===== src/rtl/dino_pkg.sv =====
// Shared types and constants for the dino display/scoreboard block.
package dino_pkg;

    typedef enum logic {
        ST_RUN  = 1'b0,
        ST_OVER = 1'b1
    } state_t;

    localparam logic [1:0]  ROW_BLANK = 2'b00;
    localparam logic [1:0]  ROW_LOWER = 2'b01;
    localparam logic [1:0]  ROW_UPPER = 2'b10;
    localparam logic [15:0] SCORE_MAX = 16'h9999;

endpackage


===== src/rtl/dino_bcd_score.sv =====
// Four-digit BCD score counter: ripple increment, saturates at 9999, sync clear.
module dino_bcd_score
    import dino_pkg::*;
(
    input  logic        i_clk,
    input  logic        i_rst_n,
    input  logic        i_inc,
    input  logic        i_clr,
    output logic [15:0] o_score
);

    logic [15:0] r_score;
    logic [15:0] w_score_next;
    logic [3:0]  w_digit;
    logic        w_carry;

    // Carry ripples upward through the digits; a 9 rolls to 0 and passes the carry on.
    always_comb begin
        w_score_next = r_score;
        w_digit      = 4'd0;
        w_carry      = 1'b1;
        for (int d = 0; d < 4; d++) begin
            w_digit = r_score[4*d +: 4];
            if (w_carry) begin
                if (w_digit == 4'd9) begin
                    w_score_next[4*d +: 4] = 4'd0;
                end else begin
                    w_score_next[4*d +: 4] = w_digit + 4'd1;
                    w_carry                = 1'b0;
                end
            end
        end
    end

    always_ff @(posedge i_clk or negedge i_rst_n) begin
        if (!i_rst_n) begin
            r_score <= 16'h0000;
        end else if (i_clr) begin
            r_score <= 16'h0000;
        end else if (i_inc && (r_score != SCORE_MAX)) begin
            r_score <= w_score_next;
        end
    end

    assign o_score = r_score;

endmodule


===== src/rtl/dino_display_scoreboard.sv =====
// Latches game frames, multiplexes them onto a 2x8 LED matrix, keeps score and
// blinks the frozen crash frame until restart.
module dino_display_scoreboard
    import dino_pkg::*;
#(
    parameter int SCAN_DIV     = 1000,
    parameter int BLINK_FRAMES = 4
) (
    input  logic        i_clk,
    input  logic        i_rst_n,
    input  logic [15:0] i_grid,
    input  logic        i_collision,
    input  logic        i_frame_tick,
    input  logic        i_restart,
    output logic [1:0]  o_led_row,
    output logic [7:0]  o_led_col,
    output logic [15:0] o_score,
    output logic        o_game_over
);

    localparam int SW = $clog2(SCAN_DIV);
    localparam int BW = (BLINK_FRAMES > 1) ? $clog2(BLINK_FRAMES) : 1;
    localparam logic [SW-1:0] SCAN_LAST  = SW'(SCAN_DIV - 1);
    localparam logic [BW-1:0] BLINK_LAST = BW'(BLINK_FRAMES - 1);

    state_t        r_state;
    state_t        w_state_next;
    logic [15:0]   r_frame_buf;
    logic [SW-1:0] r_scan_cnt;
    logic          r_row_sel;
    logic [BW-1:0] r_blink_cnt;
    logic          r_blink_on;
    logic [1:0]    r_led_row;
    logic [7:0]    r_led_col;
    logic          r_game_over;
    logic          w_score_inc;
    logic          w_score_clr;

    always_ff @(posedge i_clk or negedge i_rst_n) begin
        if (!i_rst_n) begin
            r_state <= ST_RUN;
        end else begin
            r_state <= w_state_next;
        end
    end

    // A crash frame arriving with the collision is still shown, but never scored.
    always_comb begin
        w_state_next = r_state;
        w_score_inc  = 1'b0;
        w_score_clr  = 1'b0;
        case (r_state)
            ST_RUN: begin
                w_score_inc = i_frame_tick && !i_collision;
                if (i_collision) begin
                    w_state_next = ST_OVER;
                end
            end
            ST_OVER: begin
                if (i_restart) begin
                    w_state_next = ST_RUN;
                    w_score_clr  = 1'b1;
                end
            end
            default: w_state_next = ST_RUN;
        endcase
    end

    always_ff @(posedge i_clk or negedge i_rst_n) begin
        if (!i_rst_n) begin
            r_frame_buf <= 16'h0000;
            r_blink_cnt <= '0;
            r_blink_on  <= 1'b1;
        end else if (r_state == ST_RUN) begin
            if (i_frame_tick) begin
                r_frame_buf <= i_grid;
            end
            if (i_collision) begin
                r_blink_cnt <= '0;
                r_blink_on  <= 1'b1;
            end
        end else if (i_restart) begin
            r_frame_buf <= 16'h0000;
            r_blink_cnt <= '0;
            r_blink_on  <= 1'b1;
        end else if (i_frame_tick) begin
            if (r_blink_cnt == BLINK_LAST) begin
                r_blink_cnt <= '0;
                r_blink_on  <= !r_blink_on;
            end else begin
                r_blink_cnt <= r_blink_cnt + 1'b1;
            end
        end
    end

    // Row scan is free-running in both states.
    always_ff @(posedge i_clk or negedge i_rst_n) begin
        if (!i_rst_n) begin
            r_scan_cnt <= '0;
            r_row_sel  <= 1'b0;
        end else if (r_scan_cnt == SCAN_LAST) begin
            r_scan_cnt <= '0;
            r_row_sel  <= !r_row_sel;
        end else begin
            r_scan_cnt <= r_scan_cnt + 1'b1;
        end
    end

    always_ff @(posedge i_clk or negedge i_rst_n) begin
        if (!i_rst_n) begin
            r_led_row   <= ROW_BLANK;
            r_led_col   <= 8'h00;
            r_game_over <= 1'b0;
        end else begin
            r_led_row   <= r_blink_on ? (r_row_sel ? ROW_UPPER : ROW_LOWER) : ROW_BLANK;
            r_led_col   <= r_blink_on ? (r_row_sel ? r_frame_buf[15:8] : r_frame_buf[7:0]) : 8'h00;
            r_game_over <= (w_state_next == ST_OVER);
        end
    end

    dino_bcd_score u_score (
        .i_clk   (i_clk),
        .i_rst_n (i_rst_n),
        .i_inc   (w_score_inc),
        .i_clr   (w_score_clr),
        .o_score (o_score)
    );

    assign o_led_row   = r_led_row;
    assign o_led_col   = r_led_col;
    assign o_game_over = r_game_over;

endmodule


===== config.mk =====
export PLATFORM = sky130hd
export DESIGN_NAME = dino_display_scoreboard
export DESIGN_NICKNAME = d
export VERILOG_FILES = /design/src/rtl/dino_pkg.sv /design/src/rtl/dino_bcd_score.sv /design/src/rtl/dino_display_scoreboard.sv
export SDC_FILE = /design/constraint.sdc
export NUM_CORES = 1
export LEC_CHECK = 0
export CELL_PAD_IN_SITES_DETAIL_PLACEMENT = 1
export CELL_PAD_IN_SITES_GLOBAL_PLACEMENT = 2
export CORE_MARGIN = 2
export CORE_UTILIZATION = 32
export CTS_BUF_LIST = sky130_fd_sc_hd__clkbuf_8
export DETAILED_ROUTE_END_ITERATION = 8
export HOLD_SLACK_MARGIN = 0.05
export PLACE_DENSITY = 0.87
export SYNTH_ARGS = -nofsm -noshare
export SYNTH_HDL_FRONTEND = slang
export SYNTH_SLANG_ARGS = --single-unit

===== constraint.sdc =====
create_clock -name i_clk -period 1.6 [get_ports i_clk]
set_input_delay 0.48 -clock i_clk [delete_from_list [all_inputs] [get_ports i_clk]]
set_output_delay 0.48 -clock i_clk [all_outputs]
set_load 0.05 [all_outputs]

* Word level (Yosys, flattened, before mapping) *
Index checks and enable logic that the tools add are counted.

cells by class
  $add $sub $neg = 6
  $mul = 0
  divide/modulo/power cells = 0
  order comparisons = 0
  equality and inequality tests = 10
  shift operators = 0
  mux-type cells = 38
  bitwise gates (word level) = 1
  reductions and logical operators = 17

operators with widths
  cell                     number
  $mux W16                 5
  $mux W4                  7
  $add A4 B1 Y4 const B    4
  $eq A4 B4 Y1 const B     4
  $mux W8                  2
  $ne A16 B16 Y1 const B   1
  $mux W1                  15
  $mux W2                  7
  $reduce_bool A2 Y1       6
  $add A10 B1 Y10 const B  1
  $eq A10 B10 Y1 const B   1
  $mux W10                 1
  $reduce_and A2 Y1        5
  $logic_not A1 Y1         3
  $ne A3 B2 Y1 const B     1
  $ne A3 B3 Y1 const B     1
  $reduce_and A3 Y1        1
  $add A2 B1 Y2 const B    1
  $eq A2 B2 Y1 const B     1
  $logic_and A1 B1 Y1      2
  $ne A2 B2 Y1 const B     1
  $pmux W1 S2              1
  $not A1 Y1               1

word-level totals
  flip-flop bits (word level) = 57
  latch bits = 0
  bits in writable memories = 0
  bits in read-only memories = 0
  input port bits = 21
  output and inout bits = 27
  logic and storage cells = 84
  memories kept = 0

* Depth between registers and ports, before layout *
  word-level depth = 7
  mapped depth = 7
  depth with buffers taken out = 6

* Modules after synthesis *
A second synthesis with hierarchy kept.

second synthesis, totals
  cell total of the unflattened synthesis = 239
  area, all modules = 2,673.8 µm²

modules (own cells, without submodules)
  module                   instances  cells each  area an instance (µm²)
  dino_display_scoreboard  1          141         1,725.4
  dino_bcd_score           1          98          948.4

* Worst setup path before layout *
No wires, ideal clock.

  path type = reg2reg
  from = register u_score.r_score[4], in the netlist u_score.o_score[4]
  to = register u_score.r_score[14], in the netlist u_score.o_score[14]
  library setup time = 78 ps
  data arrival time = 2,071 ps
  setup slack = -549 ps
  cell stages (with the launch flop) = 7
  period minus slack after synthesis = 2,149 ps
  cell sequence = dfrtp_1 ha_1 and3b_1 clkbuf_1 nand4_4 or4_1 a21oi_1

between the ends
  cells in the longest elaborated chain, start to end = 6
  elaborated cells between the ends (all ways) = 9
  those cells by class = eq/ne: 2; mux: 3; reduce/logical: 4

RTL lines
  what                             line                  source
  from (decl)                      dino_bcd_score.sv:12  logic [15:0] r_score;
  from (signal assigned)           dino_bcd_score.sv:41  r_score <= w_score_next;
  $eq A4 B4 Y1                     dino_bcd_score.sv:25  if (w_digit == 4'd9) begin
  $mux W1                          dino_bcd_score.sv:25
  $mux W1 (2 in series)            dino_bcd_score.sv:24  if (w_carry) begin
  $reduce_bool A2 Y1 (no line)     -
  $reduce_and A2 Y1 (no line) (*)  -

Mark *: on every way between the ends. The rest lies on a longest branch, timed or not.
A chain may end at the register's enable or synchronous reset.

* Worst setup path in the final report *
  from = register u_score.r_score[5], in the netlist u_score.o_score[5]
  to = register u_score.r_score[7], in the netlist u_score.o_score[7]

between the ends
  cells in the longest elaborated chain, start to end = 5
  elaborated cells between the ends (all ways) = 10
  those cells by class = add/sub: 1; eq/ne: 2; mux: 4; reduce/logical: 3

RTL lines
  what                                           line                                        source
  $add A4 B1 Y4 or $eq A4 B4 Y1 (tied branches)  dino_bcd_score.sv:28, dino_bcd_score.sv:25
  $mux W4                                        dino_bcd_score.sv:25
  $mux W4                                        dino_bcd_score.sv:24
  $mux W16                                       dino_bcd_score.sv:40                        end else if (i_inc && (r_score != SCORE_MAX)) begin
  $mux W16                                       dino_bcd_score.sv:38                        end else if (i_clr) begin

Parallel ways exist; a longest one is shown, timed or not. The select of a mux whose other input is x is not followed.

==> impl_metrics.json <==
{
  "status": "finished with violations",
  "violations": "negative setup slack",
  "cts_tree": "built",
  "finalSetupTns_ns": -0.966,
  "min_period_ns": 1.76,
  "syn-instance-count": 236,
  "p_int_uw": 2880,
  "worstMarginPinSlew_ns": 0.652,
  "fin_cells": 453,
  "rsz0062_at_grt": "true",
  "setup_viol": 13,
  "synth.avg_cell_area_um2": 11.3,
  "totalWireLength_um": 8330,
  "worstSkewPairLatency_ns": 0.33,
  "fin_ws_ns": -0.158,
  "vias": 2366,
  "grt_remaining_overflow": 0,
  "antenna_cells": 0,
  "crit_required_ns": 1.82,
  "core_mm2": 0.00813,
  "ctsHoldBuffers": 0,
  "yosysUniqueCellTypes": 40,
  "io_buffers": 47,
  "p_comb_share_pct": 21.5,
  "seq_area_frac_synth_pct": 53.7,
  "rr_worst_depth": 8,
  "async_reset_ff_share_pct": 100,
  "hold_ws_ns": 0.127,
  "ios": 48,
  "numCtsBuffers": 9,
  "syn_nets": 267,
  "dp.cells": 417,
  "firstDrtPassIters": 4,
  "drt_iter0_markers": 89,
  "drive_gt1_share_pct": 43.4,
  "antenna_found_initial": 0,
  "fin_nets": 374,
  "clockBufferDepth": 2,
  "grt_first_pass_wirelength_um": 12700,
  "worstPathMaxFanout": 3,
  "final_hold_viol_count": 0,
  "place.gp.congestion": 0.781,
  "power.share.clock_pct": 37.2,
  "grt_pass1_vias": 2479,
  "powerDensity_mw_per_mm2": 904,
  "dieArea_mm2": 0.00905,
  "timing_worst_setup_path_type": "flip-flop to flip-flop",
  "antenna_left": 0,
  "final_common_cell": "dfrtp_1",
  "areaGrowthSynthToFinish_pct": 68.1,
  "period_share_pct": 110,
  "via_per_inst": 5.22,
  "drc": 0,
  "dpl.hpwl_um": 4760,
  "ys.flop_type": "dfrtp_1",
  "p_sw_uw": 1160,
  "maxCapViolCount": 0,
  "report.final.slew_viol_count": 0,
  "gr-usage-all-layers_pct": 18.2,
  "htree_levels": 3,
  "relSlewSlack_pct": 56.6,
  "core.rowCount": 33,
  "fin_skew_ns": 0.00341,
  "start_util_pct": 32.7,
  "clk_pin_slew_ns": 0.07,
  "synth-edff-count": 0,
  "root_buffer": "clkbuf_8",
  "endpoint_kind": "flip-flop",
  "start_kind": "flip-flop",
  "power_leakage_uw": 0.00195,
  "irDropWorstVdd_mv": 0.531,
  "cts_sinks": 57,
  "yosysWarnings": 0,
  "die_h_um": 95.1,
  "worstReg2RegEnd": "u_score.o_score[7]",
  "netlist_area_mm2": 0.00266,
  "r2r_start": "u_score.o_score[5]",
  "grt_max_degree": 58,
  "crit_arrival_ns": 1.97,
  "final_cell_mix": "dfrtp_1 (48), buf_4 (44), buf_12 (30)",
  "hold_path.class": "input pin to asynchronous set/reset pin",
  "ys_ff_latch": 57,
  "fmax_ghz": 0.569,
  "rrSetupSlack_ns": -0.16,
  "seqPwrFrac_pct": 41.3,
  "avgRoutedWirePerCell_um": 18.4,
  "p_sw_share_pct": 28.8,
  "die_w_um": 95.1
}
[power by group through the flow]
stage | registers [µW] | logic (µW) | clock network, µW
2_1_floorplan | 1840 | 212 | 0
3_3_place_gp | 1680 | 820 | 0
3_5_place_dp | 1690 | 839 | 0
4_1_cts | 1670 | 863 | 1520
5_1_grt | 1680 | 931 | 1590
6_report | 1670 | 869 | 1500
[synthesized netlist by cell type (2+ instances only)]
| library cell | count | area (µm²) |
|---|---|---|
| a21oi_1 | 9 | 45.0 |
| a22o_1 | 16 | 140 |
| and2_1 | 5 | 31.3 |
| and3_1 | 2 | 12.5 |
| and3b_1 | 3 | 26.3 |
| buf_2 | 2 | 10.0 |
| clkbuf_1 | 7 | 26.3 |
| dfrtp_1 | 56 | 1400 |
| ha_1 | 10 | 125 |
| inv_1 | 7 | 26.3 |
| mux2i_1 | 10 | 100 |
| nand2_1 | 12 | 45.0 |
| nand3_1 | 12 | 60.1 |
| nand3b_1 | 4 | 30.0 |
| nand4_1 | 4 | 25.0 |
| nor2_1 | 13 | 48.8 |
| nor2b_1 | 12 | 75.1 |
| nor3_1 | 4 | 20.0 |
| o21ai_0 | 12 | 60.1 |
| o31ai_1 | 3 | 22.5 |
| o41ai_1 | 3 | 26.3 |
| or3_1 | 4 | 25.0 |
| or4_1 | 2 | 15.0 |
| xnor2_1 | 5 | 43.8 |
| xor2_1 | 4 | 35.0 |
[sequential cells by signal, summed over array words and instances, names as in the netlist]
register / count
o_game_over: 1
o_led_row: 2
r_blink_cnt: 2
r_row_sel: 1
r_scan_cnt: 10
o_led_col: 8
u_score.o_score: 16
r_blink_on: 1
r_frame_buf: 16
[logic make-up after synthesis]
logic type               count (synthesis)  synth area share (%)
flip-flops                              57                  53.7
buffers and inverters                   17                  2.50
multiplexers                            10                  3.77
adder cells (fa/ha/maj)                 10                  4.71
AO/OA/AOI/OAI                           51                  14.3
XOR/XNOR                                 9                  2.97
AND/OR/NAND/NOR                         82                  18.0
[worst max-delay path, stage by stage (launching register included)]
cell and delay [ns]:
dfrtp_2 0.42, inv_2 0.07, ha_4 0.12, nand3b_1 0.23, buf_4 0.23, buf_4 0.13, and2_1 0.13, o21ai_0 0.20
a21oi_1 0.11
[final cells by class]
class / instances / area, µm²
fillers: 807 / 3670
flip-flops and latches: 57 / 1440
multi-input cells: 162 / 1390
repair buffers: 106 / 1260
well taps: 105 / 131
clock buffers: 9 / 124
clock inverters: 7 / 95.1
inverters: 7 / 26.3
[routing by layer]
metal / global-route usage, % / vias to the layer above / share of wire [%]
met5: 0 / - / 0
met3: 3.24 / 17 / 2.6
li1: - / 1072 / -
met4: 6.64 / 0 / 2.1
met2: 30.2 / 52 / 52
met1: 23.9 / 1225 / 43
[per-stage QoR]
| stage | power, µW | worst slack, ns | util (%) | area [µm²] |
|---|---|---|---|---|
| finish | 4040 | -0.158 | 54.9 | 4470 |
| global route | 4200 | -0.263 | 54.9 | 4470 |
| CTS | 4050 | -0.113 | 51.8 | 4220 |
| detailed placement | 2530 | -0.551 | 47.2 | 3840 |
| global placement | 2500 | -0.501 | 47.2 | 3840 |
| floorplan | 2060 | -0.323 | - | 2700 |
[timing repair]
action / CTS / global route
pin swaps: 13 / 15
setup endpoints to repair: 15 / 24
buffers inserted: 11 / 11
gates resized for setup: 19 / 40
[worst max path at each step]
stage	cells after the start	startpoint	endpoint
4_1_cts	6	u_score.o_score[1]	u_score.o_score[14]
2_1_floorplan	5	o_game_over	u_score.o_score[14]
5_1_grt	8	u_score.o_score[5]	u_score.o_score[7]
3_5_place_dp	6	i_collision	u_score.o_score[14]
3_3_place_gp	6	i_collision	u_score.o_score[14]
6_report	8	u_score.o_score[5]	u_score.o_score[7]
Power figures use the tool's default switching activity.
==> RTL change 1, RTL diff (same flow settings) <==
`BLINK_FRAMES`: 4 -> 2.
--- a/src/rtl/dino_display_scoreboard.sv
+++ b/src/rtl/dino_display_scoreboard.sv
@@ -6,3 +6,3 @@
     parameter int SCAN_DIV     = 1000,
-    parameter int BLINK_FRAMES = 4
+    parameter int BLINK_FRAMES = 2
 ) (
Formal check against the unedited RTL: not equivalent (Yosys sat finds a counterexample within 10 cycles, from zero or initial values and one cycle with i_rst_n low).
==> RTL change 1 against the original RTL <==
The flow still finishes with violations (negative setup slack). Routed wire length fell by 9.7%. Sequential power hardly changed. Die area down 2.7%. Clock skew grew 10 ps. Total power down 15%. Sequential cell count shrank 1. First-iteration DRC count up 1.1%. Worst setup slack gained 58 ps. Synthesized cell count down 3.0%. Final cell count shrank 5.3%. Non-clock buffer count is 9 lower. Area after synthesis down 2.8%. Design area fell by 8.7%. Largest power group unchanged.
==> RTL change 1: results (changes against the original RTL) <==
metric;value;unit;change
outcome;finished, violations left;;
violated checks;negative setup slack;;
GR Util All Layers;0.171;;-0.0108
met3 usage;0.0217;;-0.0107
GR Layer Usage met2;0.292;;-0.00998
cell family with most CP delay;flip-flops;;
RR Startpoint;u_score.o_score[9];;
WP data arrival;1910;ps;-60 ps
setup violators final;7;;-6
pre-CTS setup slack;-587;ps;-36.1 ps
gpl congestion;0.800;;+2.5%
worst slew margin relative to its limit;0.618;;+0.0521
CP max stage delay;440;ps;+20 ps
Max VDD drop;428;uV;-19%
PwrDens;847;nW/um2;-6.4%
Post-CTS Repair Setup Buffers;7;;-4
setup slack after layout;-99.4;ps;+58.2 ps
count of different cell masters after synthesis;48;;+20%
post-cts repair resize count;17;;-2
dpl cells;410;;-1.7%
Reg-to-Reg End;u_score.o_score[1];;
layout cell share with drive strength beyond 1;0.404;;-0.0302
routed vias/inst;5.03;;-3.7%
Starting DRT DRC Count;90;;+1.1%
FF+latch area;1420;um2;-1.5%
worst setup skew after layout;13.5;ps;+10.1 ps
Detailed Route WL;7520;um;-9.7%
first-pass GRT wire length;11800;um;-7.2%
M1 GR Usage;0.229;;-0.00982
FILL cells;827;;+2.5%
R2R depth;7;;-1
sequential area share after synthesis;0.543;;+0.00593
P_leak;1.76;nW;-9.6%
comb pwr;0.981;mW;+13%
-- RTL change 1: cell count changes in the layout (fill, tap and decap cells not counted), sizes merged, moves of 2 or more --
cell    delta
xor2       +3
inv        +3
nand3      -4
clkinv     -3
a21oi      +3
clkbuf     -4
o21ai      -4
buf        -9
o41ai      -3
or3        +5
o22ai      +2
nand4      -2
o31ai      -2
bufinv     -2
-- RTL change 1: cell type report --
| cell class | count | area share |
|---|---|---|
| clock buffers | 5 | 0.0169 |
| repair buffers | 97 | 0.283 |
| flip-flops and latches | 56 | 0.347 |
| well taps | 102 | 0.0313 |
| multi-input cells | 157 | 0.308 |
| inverters | 9 | 0.00829 |
| clock inverters | 3 | 0.00522 |
-- RTL change 1: how the worst max path moves through the flow --
stage                       startpoint             endpoint  depth (start not counted)
floorplan           u_score.o_score[4]   u_score.o_score[8]                          6
global placement          i_frame_tick  u_score.o_score[12]                          6
detailed placement        i_frame_tick   u_score.o_score[9]                          5
CTS                 u_score.o_score[5]   u_score.o_score[8]                          7
global route        u_score.o_score[1]  u_score.o_score[10]                          8
finish              u_score.o_score[9]   u_score.o_score[1]                          7
-- RTL change 1: logic make-up after synthesis --
| group | count (synthesis) | share of synthesized area |
|---|---|---|
| muxes | 9 | 0.0349 |
| xor gates and xnor gates | 11 | 0.0373 |
| and+or+nand+nor | 77 | 0.175 |
| buffers and inverters | 17 | 0.0300 |
| adders and majority gates | 9 | 0.0436 |
| AOI/OAI and AO/OA | 50 | 0.136 |
| DFF | 56 | 0.543 |
-- RTL change 1: metal layers --
| layer | vias up | share of wire |
|---|---|---|
| li1 | 1006 | - |
| met1 | 1101 | 0.43 |
| met2 | 40 | 0.52 |
| met3 | 10 | 0.023 |
| met4 | 0 | 0.021 |
| met5 | - | 0 |
==> RTL change 2, RTL diff (config.mk and constraints unchanged) <==
Made on the original files. Put one more register stage on the output `o_led_col`, with the module's reset. The value now appears one clock later. The other outputs are not delayed to match.
--- a/src/rtl/dino_display_scoreboard.sv
+++ b/src/rtl/dino_display_scoreboard.sv
@@ -129,3 +129,9 @@
     assign o_led_row   = r_led_row;
-    assign o_led_col   = r_led_col;
+    always_ff @(posedge i_clk or negedge i_rst_n) begin
+        if (!i_rst_n) begin
+            o_led_col <= '0;
+        end else begin
+            o_led_col <= r_led_col;
+        end
+    end
     assign o_game_over = r_game_over;
Check against the original RTL: not equivalent (a bounded check fails within 4 cycles, from zero or initial values and one cycle with i_rst_n low).
==> RTL change 2 against the original RTL <==
The run still ends with negative setup slack left. Design area increased by 5.1%. Total power increased by 7.5%. Sequential power increased by 15%. Area after synthesis increased by 7.0%. Worst hold slack got worse by 4.4 ps. Routed wire length decreased by 0.83%. Sequential cell count increased by 8. Core utilization decreased by 0.82 points. Worst setup slack improved by 18 ps.
==> RTL change 2: results (changes against the original RTL) <==
metric;value;unit;change
layout cell share with drive strength beyond 1;0.448;;+0.0143
Starting DRT DRC Count;104;;+17%
setup slack after layout;-140;ps;+17.5 ps
vias in the first global route;2570;;+3.7%
Reg-to-Reg End;u_score.o_score[15];;
DR WL/cell;17.8;um;-3.4%
area of the multi-input gates;1410;um2;+1.1%
critical path launch point type;flip-flop;;
RR Startpoint;u_score.o_score[5];;
Clock-cell share;0.0445;;-0.00451
count of different cell masters after synthesis;45;;+13%
FILL cells;896;;+11%
Slew Viols, Final;0;;unchanged
sequential area share after synthesis;0.572;;+0.0352
worst setup skew after layout;10.3;ps;+6.86 ps
Non-clock inverters;9;;+2
PortBufs;47;;unchanged
TritonCTS clock tree;done;;
outcome;finished, violations left;;
hpwl dp;4690;um;-1.4%
R2R depth;7;;-1
Post-synth top cells;dfrtp_1 (64), nand2_1 (17), a22o_1 (16);;
post-cts repair resize count;27;;+8
Multi-In Gates;161;;-0.62%
Syn. warnings;0;;unchanged
setup violators final;15;;+2
NonClk Buf Share;0.270;;-0.0121
Post-Synth Adder-Cell Area;0.0440;;-0.00309
Post-CTS Repair Setup Buffers;16;;+5
gpl congestion;0.783;;+0.31%
HP Class;input pin to asynchronous set/reset pin;;
Max VDD drop;513;uV;-3.4%
Slew @ Worst Pin;571;ps;-80.6 ps
crit-path max FO;7;;+4
Compound-Gate Fraction of Synth Area;0.132;;-0.0107
Clk Latency, worst-skew pair;350;ps;+20 ps
top post-synthesis cells by area;dfrtp_1 (56%), a22o_1 (4.9%), ha_1 (4.4%), mux2i_1 (3.5%), nor2b_1 (2.6%);;
routed vias/inst;5.03;;-3.8%
clock buffer count;9;;unchanged
P_leak;2.06;nW;+6.0%
Non-CTS buffers;106;;unchanged
Post-Syn Nets;276;;+3.4%
mux cell area share after synthesis;0.0352;;-0.00247
XOR/XNOR Fraction of Synth Area;0.0308;;+0.00114
fin nets;383;;+2.4%
async set or reset register ratio after synthesis;1.00;;unchanged
initial antenna violation count;0;;unchanged
first-pass detailed-route iteration total;4;;unchanged
FF+latch area;1640;um2;+14%
GR Util All Layers;0.171;;-0.0109
largest net degree at the start of global routing;66;;+14%
WP data arrival;2030;ps;+60 ps
Root Buffer;clkbuf_8;;
first-pass GRT wire length;13100;um;+3.0%
violated checks;negative setup slack;;
num sequential;65;;+14%
==> RTL change 2: changes by cell type in the layout (fill, tap and decap cells not counted), sizes merged, moves of 3 or more <==
cell	unedited run	this run
o31ai	3	0
nand2	12	17
dfrtp	56	64
inv	7	13
nand3	12	9
==> RTL change 2: power by group <==
group	total (mW)	leakage [nW]	internal [mW]	switching (mW)
Combinational	0.948	1.13	0.483	0.465
Clock	1.48	0.107	0.752	0.728
Sequential	1.92	0.825	1.81	0.108
==> RTL change 2: critical path, cell delays in order (launching register included) <==
cell and delay (ps):
dfrtp_2 430, inv_2 70, ha_4 130, and3b_2 270, nand4_4 130, buf_6 150
or3_4 350, a21oi_4 130
==> RTL change 2: worst min-delay path by stage <==
| stage | from | endpoint | slack [ps] |
|---|---|---|---|
| after floorplan | i_rst_n | o_game_over | 180 |
| after global placement | r_led_col[6] | o_led_col[6] | 330 |
| after detailed placement | r_led_col[4] | o_led_col[4] | 340 |
| after CTS | i_rst_n | u_score.o_score[0] | 150 |
| after global routing | i_rst_n | r_frame_buf[9] | 150 |
| final | i_rst_n | u_score.o_score[0] | 120 |
==> RTL change 2: per-stage QoR <==
stage               setup TNS (ps)  cells  setup slack, ps  instance area (um2)  hold WS [ps]
global route                 -2340    465             -210                 4690           148
finish                       -1230    465             -140                 4690           123
detailed placement          -10180    426             -589                 4010           336
floorplan                     -940    245             -174                 2900           184
CTS                           -694    457            -91.4                 4440           149
global placement             -9000    426             -478                 4010           333
==> RTL change 2: per-layer routing <==
metal / global-route usage / part of all wire / vias to the layer above
li1: - / - / 1089
met1: 0.221 / 0.45 / 1187
met2: 0.285 / 0.50 / 49
met3: 0.0336 / 0.030 / 12
met4: 0.0695 / 0.019 / 0
met5: 0 / 0 / -
